### config.mk
export PLATFORM = sky130hd
export DESIGN_NAME = vc_queue
export DESIGN_NICKNAME = d
export VERILOG_FILES = /design/src/rtl/noc_pkg.sv /design/src/rtl/vc_fifo_slice.sv /design/src/rtl/vc_queue.sv
export SDC_FILE = /design/constraint.sdc
export NUM_CORES = 1
export LEC_CHECK = 0
export BUFFER_PORTS_ARGS = -buffer_cell sky130_fd_sc_hd__buf_4
export CAP_MARGIN = 20
export CORE_ASPECT_RATIO = 1.25
export CORE_MARGIN = 2
export CORE_UTILIZATION = 35
export CTS_CLUSTER_SIZE = 40
export DETAILED_ROUTE_END_ITERATION = 10
export PLACE_DENSITY = 0.53
export SYNTH_ARGS = -nofsm -noshare
export SYNTH_HDL_FRONTEND = slang
export SYNTH_SLANG_ARGS = --single-unit
### constraint.sdc
create_clock -name clk -period 2.1 [get_ports clk]
set_input_delay 0.21 -clock clk [delete_from_list [all_inputs] [get_ports clk]]
set_output_delay 0.21 -clock clk [all_outputs]
set_load 0.03 [all_outputs]
### src/rtl/noc_pkg.sv
// Shared defaults and types for the router input-port virtual-channel queue.
// VC_W for any NUM_VC comes from vc_width(); DEF_VC_W applies it to the default.
package noc_pkg;

   localparam int DEF_FLIT_W = 32;
   localparam int DEF_NUM_VC = 4;
   localparam int DEF_DEPTH  = 4;

   // A single VC still needs a one-bit id so port widths never collapse to zero.
   function automatic int vc_width(input int n);
      return (n > 1) ? $clog2(n) : 1;
   endfunction

   localparam int DEF_VC_W = vc_width(DEF_NUM_VC);

   typedef logic [DEF_FLIT_W-1:0] flit_t;
   typedef logic [DEF_VC_W-1:0]   vc_id_t;

endpackage

### src/rtl/vc_fifo_slice.sv
// One virtual channel: circular flit storage, head/tail pointers, occupancy count
// and status flags decoded from the registered count.
module vc_fifo_slice
   import noc_pkg::*;
#(
   parameter int FLIT_W   = DEF_FLIT_W,
   parameter int DEPTH    = DEF_DEPTH,
   parameter int AF_LEVEL = DEPTH - 1
) (
   input  logic              clk,
   input  logic              rst_n,
   input  logic              push,
   input  logic              pop,
   input  logic [FLIT_W-1:0] wr_data,
   output logic [FLIT_W-1:0] head_data,
   output logic              empty,
   output logic              full,
   output logic              almost_full
);

   localparam int PTR_W = $clog2(DEPTH);
   localparam int CNT_W = $clog2(DEPTH + 1);

   logic [FLIT_W-1:0] mem [DEPTH];
   logic [PTR_W-1:0]  head_reg;
   logic [PTR_W-1:0]  tail_reg;
   logic [CNT_W-1:0]  count_reg;

   // Storage is deliberately left out of reset; only pointers define validity.
   always_ff @(posedge clk) begin
      if (push) begin
         mem[tail_reg] <= wr_data;
      end
   end

   always_ff @(posedge clk or negedge rst_n) begin
      if (!rst_n) begin
         head_reg  <= '0;
         tail_reg  <= '0;
         count_reg <= '0;
      end else begin
         if (push) begin
            tail_reg <= tail_reg + 1'b1;
         end
         if (pop) begin
            head_reg <= head_reg + 1'b1;
         end
         case ({push, pop})
            2'b10:   count_reg <= count_reg + 1'b1;
            2'b01:   count_reg <= count_reg - 1'b1;
            default: count_reg <= count_reg;
         endcase
      end
   end

   assign head_data   = mem[head_reg];
   assign empty       = (count_reg == '0);
   assign full        = (count_reg == CNT_W'(DEPTH));
   assign almost_full = (count_reg >= CNT_W'(AF_LEVEL));

endmodule

### src/rtl/vc_queue.sv
// Router input-port queue: NUM_VC independent flit FIFOs with registered pop data,
// credit return toward the upstream router and sticky overflow/underflow flags.
module vc_queue
   import noc_pkg::*;
#(
   parameter int FLIT_W   = DEF_FLIT_W,
   parameter int NUM_VC   = DEF_NUM_VC,
   parameter int DEPTH    = DEF_DEPTH,
   parameter int AF_LEVEL = DEPTH - 1,
   localparam int VC_W    = vc_width(NUM_VC)
) (
   input  logic              clk,
   input  logic              rst_n,
   input  logic              wr_en,
   input  logic [VC_W-1:0]   wr_vc,
   input  logic [FLIT_W-1:0] wr_data,
   input  logic              rd_en,
   input  logic [VC_W-1:0]   rd_vc,
   output logic [FLIT_W-1:0] rd_data,
   output logic              rd_valid,
   output logic [VC_W-1:0]   rd_vc_out,
   output logic              credit_valid,
   output logic [VC_W-1:0]   credit_vc,
   output logic [NUM_VC-1:0] vc_empty,
   output logic [NUM_VC-1:0] vc_full,
   output logic [NUM_VC-1:0] vc_almost_full,
   output logic              ovf_err,
   output logic              udf_err,
   input  logic              err_clr
);

   logic [NUM_VC-1:0] wr_hit;
   logic [NUM_VC-1:0] rd_hit;
   logic [NUM_VC-1:0] push;
   logic [NUM_VC-1:0] pop;
   logic [FLIT_W-1:0] head_data [NUM_VC];

   logic pop_any;
   logic ovf_ev;
   logic udf_ev;

   // A write into a full VC still lands when the same VC pops this cycle.
   for (genvar gi = 0; gi < NUM_VC; gi++) begin : g_vc
      assign wr_hit[gi] = wr_en && (wr_vc == VC_W'(gi));
      assign rd_hit[gi] = rd_en && (rd_vc == VC_W'(gi));
      assign pop[gi]    = rd_hit[gi] && !vc_empty[gi];
      assign push[gi]   = wr_hit[gi] && (!vc_full[gi] || pop[gi]);

      vc_fifo_slice #(
         .FLIT_W   (FLIT_W),
         .DEPTH    (DEPTH),
         .AF_LEVEL (AF_LEVEL)
      ) u_slice (
         .clk         (clk),
         .rst_n       (rst_n),
         .push        (push[gi]),
         .pop         (pop[gi]),
         .wr_data     (wr_data),
         .head_data   (head_data[gi]),
         .empty       (vc_empty[gi]),
         .full        (vc_full[gi]),
         .almost_full (vc_almost_full[gi])
      );
   end

   assign pop_any = |pop;
   assign ovf_ev  = |(wr_hit & vc_full & ~pop);
   assign udf_ev  = |(rd_hit & vc_empty);

   always_ff @(posedge clk or negedge rst_n) begin
      if (!rst_n) begin
         rd_data      <= '0;
         rd_valid     <= 1'b0;
         rd_vc_out    <= '0;
         credit_valid <= 1'b0;
         credit_vc    <= '0;
      end else begin
         rd_valid     <= pop_any;
         credit_valid <= pop_any;
         if (pop_any) begin
            rd_data   <= head_data[rd_vc];
            rd_vc_out <= rd_vc;
            credit_vc <= rd_vc;
         end
      end
   end

   // A fresh error in the clearing cycle keeps its flag set.
   always_ff @(posedge clk or negedge rst_n) begin
      if (!rst_n) begin
         ovf_err <= 1'b0;
         udf_err <= 1'b0;
      end else if (err_clr) begin
         ovf_err <= ovf_ev;
         udf_err <= udf_ev;
      end else begin
         ovf_err <= ovf_err | ovf_ev;
         udf_err <= udf_err | udf_ev;
      end
   end

endmodule
==> results.cfg <==
[finish]
fin_util_pct = 42.9
postLayoutCellArea_um2 = 27200
fin_nets = 1463
final.fill_count = 5634
final_layout_size_suffix_gt1_share_pct = 26.2
area_growth_pct = 21.0
num_antenna_cells = 0
largest_register_ffs = 512

[critical_path]
crit_type = reg -> reg
worst_r2r_path_depth = 10
timing.critical_path.arrival_ns = 2.54
critical_path_required_ns = 2.62
crit_chain = nor3b_2 -> and2_4 -> nor3b_2 -> inv_1 -> ha_2 -> inv_1 -> fa_2 -> xor2_1 -> nor2_1 -> xor2_1
worstReg2RegEnd = g_vc[1].u_slice.count_reg[2]
r2r-start = g_vc[1].u_slice.count_reg[0]
sum_of_buffers_and_inverters_on_the_critical_path = 2
timing.critical_path.slowest_stage_cell = fa_2
family_of_cells_with_the_greatest_summed_delay_on_the_critical_path = adder cells
cp_slowest_stage_delay_ns = 0.40
rrSetupSlack_ns = 0.08
worstSetupEndpointType = flip-flop
worst-path-max-fanout = 2
setup.worst_path.start_class = flip-flop

[power]
power.ir.vdd_worst_mv = 0.628
leakagePower_nw = 9.43
switching_power_mw = 10.3
clk_network_pwr_share_pct = 28.3
power_density_nw_per_um2 = 1240
intPower_mw = 23.4
p_sw_share_pct = 30.5
seq_power_share_pct = 43.1
combinationalPowerShare_pct = 28.6
post-layout-total-power_mw = 33.6

[sta]
slew_headroom_pct = 67.2
final_period_minus_worst_setup_slack_ns = 2.02
timing.fmax_ghz = 0.494
maxSlewViolCount = 0
hold_viol_final = 0
clock_skew_ns = 0.0310
fin_crit_sh_pct = 96.4
setup-violations-final = 0
finalHoldWorstSlack_ns = 0.0725
final_critical_path_setup_slack_ns = 0.0765
transition_time_of_the_tightest_slew_check_pin_ns = 0.491

[logic_synthesis]
synth.net_count = 1260
synthesis.instances = 1196
yosysWarningCount = 0
mux_contribution_to_synthesized_area_pct = 12.6
main_combinational_cell_family_by_area_after_synthesis = multiplexers
ff_latch_count_synth = 577
synth_xor_area_share_pct = 0.896
top_post_synthesis_cells_by_area = edfxtp_1, dfrtp_1, mux4_2, mux2i_1, o22ai_1
synth_top_area_cell = edfxtp_1
yosys.area_share.adder_pct = 1.41
synth_compound_gate_area_share_pct = 4.23
synthDominantCellAreaShare_pct = 68.4
synth-seq-area-share_pct = 75.6
synthesized_cell_area_um2 = 22500
synth_simple_gate_area_share_pct = 3.02
synth_cell_type_count = 43
avgSynthCellArea_um2 = 18.8

[min_path]
worstHoldStart = wr_vc[0]
min_delay_path_depth = 3
path_class_of_the_lowest_slack_min_delay_path = in -> reg
whs_endpoint = ovf_err

[place]
dpl.hpwl_um = 32200
numPortBuffers = 92
placed_cell_area_um2 = 25000
placement.setup.worst_slack_ns = -0.0244
gp_congestion = 0.747

[clock_tree]
numCtsBuffers = 55
cts_tree = done
path_clk_slew_ns = 0.06
htree_num_levels = 2
root_buffer_master = clkbuf_16
worstSkewPairLatency_ns = 0.61
cts-root-to-sink-buffers = 3
tritoncts_sinks = 577

[global_routing]
grt.total_usage_pct = 16.5
antenna_violations_before_repair = 1
wire_length_of_the_first_global_routing_pass_um = 80100
first_global_vias = 12300
globalRoute.totalOverflow = 0
grt_start_max_net_pins = 42

[detailed_routing]
mean_number_of_vias_per_cell = 5.11
postRouteWirelength_um = 54100
drt.antenna.violating_nets = 0
detail_route.drc_violations = 0
vias = 11700
detailedRoute.firstPassIterationCount = 5
detail_route.iter0.violations = 884
route.detailed.wl_per_inst_um = 23.7

[die]
io_pins = 93
die_y_um = 287
row_count = 103
start_util_pct = 35.4
dieArea_um2 = 66300
core_um2 = 63400
die_extent_in_x_um = 231

[outcome]
result_of_the_run = finished, final reports clean

[flow_run]
maxCapViolCount = 0
==> layer usage <==
metal | global-route usage, % | wire, µm | vias up
met1 | 21.7 | 23100 | 6130
met5 | 0 | 13 | -
li1 | - | - | 5168
met4 | 4.82 | 1310 | 2
met2 | 28.3 | 27000 | 301
met3 | 2.42 | 2700 | 82
==> what timing repair did <==
item                                    4_1_cts  5_1_grt
resized for setup                             2        9
pin swaps                                     1        9
endpoints found under the setup margin        3        3
hold buffers                                 37        0
endpoints found under the hold margin       566        0
buffers inserted                              1        4
==> how the worst max path moves through the flow <==
| stage | from | end | slack (ns) | cells after the start |
|---|---|---|---|---|
| finish | g_vc[1].u_slice.count_reg[0] | g_vc[1].u_slice.count_reg[2] | 0.08 | 10 |
| detailed placement | g_vc[1].u_slice.count_reg[1] | g_vc[1].u_slice.count_reg[2] | -0.02 | 10 |
| global placement | g_vc[0].u_slice.count_reg[1] | g_vc[0].u_slice.count_reg[2] | 0.007 | 10 |
| CTS | g_vc[2].u_slice.count_reg[1] | g_vc[2].u_slice.count_reg[2] | 0.001 | 10 |
| floorplan | g_vc[1].u_slice.count_reg[1] | g_vc[1].u_slice.count_reg[2] | 0.07 | 10 |
| global route | g_vc[1].u_slice.count_reg[0] | g_vc[1].u_slice.count_reg[2] | -0.03 | 10 |
==> power by group through the flow <==
stage	logic, mW	clock network (mW)	registers (mW)
after floorplan	5.60	0	15.1
after global placement	9.54	0	14.7
after detailed placement	9.60	0	14.8
after CTS	9.70	9.75	14.5
after global routing	10.4	10.2	14.6
final	9.61	9.50	14.5
==> synthesized netlist by cell type, drive strengths merged <==
| library cell | count |
|---|---|
| edfxtp | 512 |
| mux2i | 132 |
| mux4 | 66 |
| o22ai | 66 |
| dfrtp | 65 |
| buf | 48 |
| nand2 | 40 |
| nor3 | 38 |
| a31oi | 33 |
| a211oi | 32 |
| clkbuf | 28 |
| inv | 27 |
| and2 | 20 |
| ha | 19 |
| xnor2 | 16 |
| nor2 | 9 |
| xor2 | 7 |
| nand3b | 5 |
| nor3b | 5 |
| fa | 4 |
| nand3 | 4 |
| o21ai | 4 |
| a21o | 3 |
| mux2 | 3 |
| a22o | 2 |
| or3b | 2 |
| a211o | 1 |
| a21oi | 1 |
| nand2b | 1 |
| nor2b | 1 |
| nor4b | 1 |
| or2 | 1 |
==> kinds of logic after synthesis <==
logic type	count (synthesis)
xor+xnor	23
mux	201
flops	577
compound gates	142
buf+inv	103
fa+ha+maj	23
simple gates	127
==> layout make-up <==
cell class	count	area [µm²]	area share (%)
clock buffer	75	1540	5.67
multi-input combinational	516	5070	18.7
inverter	27	101	0.373
timing repair buffer	222	2220	8.17
clock inverter	29	186	0.686
sequential	577	17000	62.6
tap	840	1050	3.87
==> through the flow <==
stage | cells | TNS (ns)
after floorplan | 1196 | 0
after global placement | 2140 | 0
after detailed placement | 2140 | -0.0546
after CTS | 2282 | 0
after global routing | 2286 | -0.0284
final | 2286 | 0
==> cells in the final DEF (no fill, tap or decap), types with 7 or more instances in the layout <==
cell / netlist / final
a211oi_1: 32 / 32
a31oi_1: 33 / 33
and2_2: 0 / 16
buf_12: 0 / 37
buf_4: 16 / 148
clkbuf_1: 28 / 12
clkbuf_16: 0 / 56
clkbuf_8: 0 / 7
clkinv_1: 0 / 12
clkinv_2: 0 / 9
dfrtp_1: 65 / 59
dlygate4sd3_1: 0 / 37
edfxtp_1: 512 / 512
ha_1: 19 / 16
inv_1: 26 / 26
mux2i_1: 132 / 132
mux4_2: 66 / 66
nand2_1: 40 / 40
nor2_1: 8 / 7
nor3_1: 34 / 34
o22ai_1: 64 / 64
xnor2_1: 16 / 16
xor2_1: 7 / 7
==> worst min-delay path, cell delays in order <==
cell,delay (ns)
buf_4,0.13
mux4_2,0.18
a22o_1,0.11
(Power assumes the default switching activity.)
